`src/rtl/scan_sequencer_3b_pkg.sv`:
```
`default_nettype none
// ============================================================================
// Module      : scan_pkg
// Description : Shared types and constants for the 3-bit scan sequencer and
//               the 3-to-8 decoder stage that consumes its select index.
// Revision    : 1.0  initial release
// ============================================================================
package scan_pkg;

    localparam int SEL_W   = 3;
    localparam int MAX_IDX = 7;

    typedef enum logic [1:0] {
        ST_IDLE  = 2'd0,
        ST_BLANK = 2'd1,
        ST_DWELL = 2'd2
    } scan_state_e;

endpackage
`default_nettype wire

```
`src/rtl/scan_sequencer_3b_down_counter.sv`:
```
`default_nettype none
// ============================================================================
// Module      : scan_down_counter
// Description : Loadable down-counter with a zero flag. It saturates at zero.
//               A load takes priority over a decrement.
// Ports       : clk         system clock, rising edge
//               rst_n       synchronous active-low reset (count -> 0)
//               load_i      load load_val_i on this edge
//               load_val_i  value to load
//               dec_i       decrement by one on this edge (ignored at zero)
//               zero_o      count is zero
// Revision    : 1.0  initial release
// ============================================================================
module scan_down_counter #(
    parameter int WIDTH = 4
) (
    input  logic             clk,
    input  logic             rst_n,
    input  logic             load_i,
    input  logic [WIDTH-1:0] load_val_i,
    input  logic             dec_i,
    output logic             zero_o
);

    logic [WIDTH-1:0] count_q;

    always_ff @(posedge clk) begin
        if (!rst_n) begin
            count_q <= '0;
        end else if (load_i) begin
            count_q <= load_val_i;
        end else if (dec_i && (count_q != '0)) begin
            count_q <= count_q - WIDTH'(1);
        end
    end

    assign zero_o = (count_q == '0);

endmodule
`default_nettype wire

```
`src/rtl/scan_sequencer_3b.sv`:
```
`default_nettype none
// ============================================================================
// Module      : scan_sequencer_3b
// Description : Time-multiplexed scan sequencer. Steps a 3-bit select index
//               0..last_idx, holding each index for dwell+1 cycles, with
//               BLANK_CYCLES of blanking ahead of every digit so the
//               downstream decoder never drives two outputs back to back.
// Ports       : clk          system clock, rising edge
//               rst_n        synchronous active-low reset
//               en           scan enable (level); low aborts to IDLE
//               dwell        dwell length minus one, cycles per digit
//               last_idx     highest index scanned
//               sel          registered select index to the decoder
//               sel_valid    decoder may drive (low in blanking and idle)
//               frame_start  one-cycle pulse at the start of index 0's slot
//               busy         block is not idle
// Revision    : 1.0  initial release
// ============================================================================
module scan_sequencer_3b
    import scan_pkg::*;
#(
    parameter int DWELL_W      = 16,
    parameter int BLANK_CYCLES = 2
) (
    input  logic               clk,
    input  logic               rst_n,
    input  logic               en,
    input  logic [DWELL_W-1:0] dwell,
    input  logic [SEL_W-1:0]   last_idx,
    output logic [SEL_W-1:0]   sel,
    output logic               sel_valid,
    output logic               frame_start,
    output logic               busy
);

    // The blank counter still needs one bit when blanking is disabled.
    localparam int c_blank_w = (BLANK_CYCLES > 0) ? $clog2(BLANK_CYCLES + 1) : 1;
    localparam logic [c_blank_w-1:0] c_blank_load =
        (BLANK_CYCLES > 0) ? c_blank_w'(BLANK_CYCLES - 1) : '0;

    scan_state_e        state_q, state_d;
    logic [SEL_W-1:0]   sel_q, sel_d;
    logic               sel_valid_q, sel_valid_d;
    logic               frame_start_q, frame_start_d;
    logic               busy_q, busy_d;
    logic [DWELL_W-1:0] shadow_dwell_q, shadow_dwell_d;
    logic [SEL_W-1:0]   shadow_last_q, shadow_last_d;

    logic               blank_load, blank_dec, blank_zero;
    logic               dwell_load, dwell_dec, dwell_zero;
    logic [DWELL_W-1:0] dwell_load_val;
    logic               wrap;

    scan_down_counter #(.WIDTH(c_blank_w)) u_blank_cnt (
        .clk        (clk),
        .rst_n      (rst_n),
        .load_i     (blank_load),
        .load_val_i (c_blank_load),
        .dec_i      (blank_dec),
        .zero_o     (blank_zero)
    );

    scan_down_counter #(.WIDTH(DWELL_W)) u_dwell_cnt (
        .clk        (clk),
        .rst_n      (rst_n),
        .load_i     (dwell_load),
        .load_val_i (dwell_load_val),
        .dec_i      (dwell_dec),
        .zero_o     (dwell_zero)
    );

    // Wrap on the captured limit, and also on a limit lowered during the
    // current dwell, so a shrunk frame wraps at this boundary instead of
    // stepping one index past the new limit first. MAX_IDX guards the
    // increment even though last_idx cannot exceed it.
    assign wrap = (sel_q >= shadow_last_q) || (sel_q >= last_idx) ||
                  (sel_q == SEL_W'(MAX_IDX));

    always_comb begin
        state_d        = state_q;
        sel_d          = sel_q;
        frame_start_d  = 1'b0;
        shadow_dwell_d = shadow_dwell_q;
        shadow_last_d  = shadow_last_q;
        blank_load     = 1'b0;
        blank_dec      = 1'b0;
        dwell_load     = 1'b0;
        dwell_dec      = 1'b0;
        dwell_load_val = shadow_dwell_q;

        case (state_q)
            ST_IDLE: begin
                if (en) begin
                    sel_d          = '0;
                    frame_start_d  = 1'b1;
                    shadow_dwell_d = dwell;
                    shadow_last_d  = last_idx;
                    if (BLANK_CYCLES == 0) begin
                        state_d        = ST_DWELL;
                        dwell_load     = 1'b1;
                        dwell_load_val = dwell;
                    end else begin
                        state_d    = ST_BLANK;
                        blank_load = 1'b1;
                    end
                end
            end
            ST_BLANK: begin
                if (!en) begin
                    state_d = ST_IDLE;
                    sel_d   = '0;
                end else if (blank_zero) begin
                    state_d    = ST_DWELL;
                    dwell_load = 1'b1;
                end else begin
                    blank_dec = 1'b1;
                end
            end
            ST_DWELL: begin
                if (!en) begin
                    state_d = ST_IDLE;
                    sel_d   = '0;
                end else if (dwell_zero) begin
                    if (wrap) begin
                        sel_d         = '0;
                        frame_start_d = 1'b1;
                    end else begin
                        sel_d = sel_q + SEL_W'(1);
                    end
                    shadow_dwell_d = dwell;
                    shadow_last_d  = last_idx;
                    if (BLANK_CYCLES == 0) begin
                        state_d        = ST_DWELL;
                        dwell_load     = 1'b1;
                        dwell_load_val = dwell;
                    end else begin
                        state_d    = ST_BLANK;
                        blank_load = 1'b1;
                    end
                end else begin
                    dwell_dec = 1'b1;
                end
            end
            default: begin
                state_d = ST_IDLE;
                sel_d   = '0;
            end
        endcase

        // Status outputs are registered from the next state so they line up
        // with the state they describe.
        sel_valid_d = (state_d == ST_DWELL);
        busy_d      = (state_d != ST_IDLE);
    end

    always_ff @(posedge clk) begin
        if (!rst_n) begin
            state_q        <= ST_IDLE;
            sel_q          <= '0;
            sel_valid_q    <= 1'b0;
            frame_start_q  <= 1'b0;
            busy_q         <= 1'b0;
            shadow_dwell_q <= '0;
            shadow_last_q  <= '0;
        end else begin
            state_q        <= state_d;
            sel_q          <= sel_d;
            sel_valid_q    <= sel_valid_d;
            frame_start_q  <= frame_start_d;
            busy_q         <= busy_d;
            shadow_dwell_q <= shadow_dwell_d;
            shadow_last_q  <= shadow_last_d;
        end
    end

    assign sel         = sel_q;
    assign sel_valid   = sel_valid_q;
    assign frame_start = frame_start_q;
    assign busy        = busy_q;

endmodule
`default_nettype wire

```
`config.mk`:
```
export PLATFORM = sky130hd
export DESIGN_NAME = scan_sequencer_3b
export DESIGN_NICKNAME = d
export VERILOG_FILES = /design/src/rtl/scan_sequencer_3b_pkg.sv /design/src/rtl/scan_sequencer_3b_down_counter.sv /design/src/rtl/scan_sequencer_3b.sv
export SDC_FILE = /design/constraint.sdc
export NUM_CORES = 1
export LEC_CHECK = 0
export BUFFER_PORTS_ARGS = -buffer_cell sky130_fd_sc_hd__buf_2
export CORE_ASPECT_RATIO = 1.75
export CORE_MARGIN = 2
export CORE_UTILIZATION = 41
export DETAILED_ROUTE_END_ITERATION = 8
export SKIP_LAST_GASP = 1
export SLEW_MARGIN = 20
export SYNTH_ARGS = -nofsm -noshare
export SYNTH_HDL_FRONTEND = slang
export SYNTH_SLANG_ARGS = --single-unit
```
`constraint.sdc`:
```
create_clock -name clk -period 2.6 [get_ports clk]
set_clock_uncertainty 0.05 [all_clocks]
set_input_delay 0 -clock clk [delete_from_list [all_inputs] [get_ports clk]]
set_output_delay 0 -clock clk [all_outputs]
set_load 0.02 [all_outputs]
```
==> results.tsv <==
metric	value	unit
Max H-tree Level	2	
worst skew pair latency	310	ps
r2r endpoint	sel[2]	
slowest stage delay, CP	390	ps
number of antenna violations at the first check in global routing	0	
Tcrit/Tclk final	83.6	%
r2r startpoint	u_dwell_cnt.count_q[0]	
die width	61.8	um
fin area	2910	um2
R2R Setup Slk	430	ps
Gate Count Post-Synth	277	
Detailed Route WL	5940	um
Net Sw Frac	29.0	%
die height	105	um
minimum clock period	2170	ps
clock share of power	33.7	%
largest family of logic cells by synthesized area	simple AND/OR/NAND/NOR gates	
Psw	0.000473	W
Adder-Cell Fraction of Synth Area	5.22	%
largest net degree at the start of global routing	35	
total number of vias	2158	
vias in the first global route	2137	
final setup fails	0	
sequential share of power	47.0	%
ys async rst share	0	%
crit path max fanout	8	
Post-synth top flop	dfxtp_1	
Fin Setup TNS	0	ps
Gate power share	19.3	%
crit-path cells	inv_1, ha_1, nor4b_2, nand4_2, buf_4, a21oi_1, mux2i_1	
DRT iter0 DRCs	41	
DRC viols	0	
placed cell areas	2590	um2
Routability Congestion	0.786	
startpoint types	register	
CP endpoint kind	register	
status	completed	
mux contribution to synthesized area	9.66	%
routed len/inst	15.0	um
clock slew at reported path FFs	90	ps
Hold Path Class	in -> reg	
Worst-Margin Slew	470	ps
Clock Path Buffers	2	
Post-synth EDFFs	0	
Die ar.	6500	um2
1st-pass router iterations	4	
Yosys cell types	44	
CTS tree	done	
maximum VDD drop	0.399	mV
DRT antenna net count	0	
post-cts resize count	0	
Synth Area in Compound Gates	15.6	%
Achievable Freq	0.460	GHz
Pint	0.00116	W
# port buffers	27	
hold path startpoint	rst_n	
CP delay by family, top	simple AND/OR/NAND/NOR gates	
sequential share of the synthesized area	37.6	%
# fillers	548	
share of cells above drive strength 1	15.3	%
Via density	5.45	
synthesized-area fraction occupied by and/or/nand/nor cells	26.2	%
Leak	1.17	nW
worst setup path class	reg -> reg	
WHS Path Cells	2	
slowest cell on the critical path	nor4b_2	
CTS root buf	clkbuf_8	
Syn Area/Cell	8.65	um2
IO Pins	28	
antenna cells	0	
Worst EP arrival	2360	ps
Max-cap violations	0	
most frequent cells in the layout	49 x nand2_1, 45 x dfxtp_1, 27 x buf_2	
global-route wire length before repair	10000	um
GR Overflow Total	0	
Tot GR Track Use	20.5	%
FP Rows	36	
commonest non-fill, non-tap cell in the layout	nand2_1	
PwrDens	560	nW/um2
CP Depth	7	
post-DP HPWL	4260	um
register bit total from synthesis	45	
reg2reg path depth	7	
Setup Fix Bufs, Post-CTS	0	
xor/xnor share of the synthesized area	0.365	%
Critical Path RT	2790	ps
Fin. Hold Viols	0	
core box area	5630	um2
TritonCTS Sinks	45	
layout overhead on the synthesized area	21.3	%
Slew Viols, Final	0	
Synth Cell Area	2400	um2
worst path bufs/invs	2	
max_slew headroom	68.4	%
RSZ-0062 raised after global routing	false	
Hold Path Sink	state_q[0]	
NumNets Final	351	
TritonCTS Buffers	5	
Yosys warnings	0	
Net Count, Synth	309	
Initial Util	42.6	%
Pwr Total	0.00163	W
[power by group through the flow]
stage	Clock (W)	Sequential [W]	Combinational [W]
after floorplan	0	0.000773	0.000217
after global placement	0	0.000781	0.000287
after detailed placement	0	0.000782	0.000292
after CTS	0.000562	0.000766	0.000316
after global routing	0.000579	0.000772	0.000350
final	0.000549	0.000766	0.000315
[sequential cells by signal (all words and copies together), names as in the netlist]
signal / cells
shadow_last_q: 3
sel: 3
busy: 1
u_blank_cnt.count_q: 2
dwell_load_val: 16
u_dwell_cnt.count_q: 16
sel_valid: 1
frame_start: 1
state_q: 2
[worst max path at each step]
stage	endpoint	start	slack (ps)
6_report	sel[2]	u_dwell_cnt.count_q[0]	430
3_5_place_dp	sel[2]	u_dwell_cnt.count_q[0]	450
5_1_grt	sel[2]	u_dwell_cnt.count_q[0]	250
4_1_cts	sel[2]	u_dwell_cnt.count_q[0]	410
3_3_place_gp	sel[1]	u_dwell_cnt.count_q[0]	550
2_1_floorplan	sel[0]	sel[0]	640
[synth_stat cells (4+ instances only)]
cell / instances / area (um2)
o31ai_1: 6 / 45.0
a31oi_1: 8 / 50.1
nor3_1: 7 / 35.0
a21oi_1: 8 / 40.0
dfxtp_1: 45 / 901
nand2_1: 49 / 184
or4_1: 6 / 45.0
a311oi_1: 4 / 35.0
or3_1: 5 / 31.3
and4_1: 5 / 43.8
nand3_1: 5 / 25.0
clkbuf_1: 11 / 41.3
o21ai_0: 17 / 85.1
inv_1: 12 / 45.0
mux2i_1: 22 / 220
buf_2: 4 / 20.0
o211ai_1: 4 / 30.0
ha_1: 10 / 125
nor2_1: 11 / 41.3
[metal layers]
layer,vias to the layer above,track usage (%),wire (um)
li1,1092,-,-
met1,1018,23.6,2360
met2,37,36.1,3320
met3,11,2.85,126
met4,0,7.75,129
met5,-,0,0
[repair_timing]
item,in CTS,in global routing
endpoints found under the hold margin,20,0
hold buffers,20,0
endpoints found under the setup margin,0,0
[final cells by class]
cell class	instances	area (um2)	share of cell area [%]
clock inverters	3	46.3	1.59
clock buffers	5	68.8	2.37
flip-flops and latches	45	901	31.0
inverters	12	45.0	1.55
well taps	76	95.1	3.27
multi-input cells	203	1370	47.0
repair buffers	52	385	13.2
[per-stage QoR]
stage / std cells / setup WS (ps) / hold slack, ps / utilization (%)
floorplan: 277 / 644 / 92.1 / -
global placement: 368 / 548 / 200 / 46.1
detailed placement: 368 / 455 / 203 / 46.1
CTS: 396 / 410 / 84.8 / 51.7
global route: 396 / 247 / 119 / 51.7
finish: 396 / 426 / 85.9 / 51.7
[logic make-up (layout without fill, tap and decap cells)]
| kind of cell | count (synthesis) | after routing |
|---|---|---|
| buffers and inverters | 29 | 72 |
| AOI/OAI and AO/OA | 57 | 57 |
| and+or+nand+nor | 112 | 112 |
| muxes | 23 | 23 |
| DFF | 45 | 45 |
| adders and majority gates | 10 | 10 |
| xor gates and xnor gates | 1 | 1 |
(Power assumes the default switching activity.)
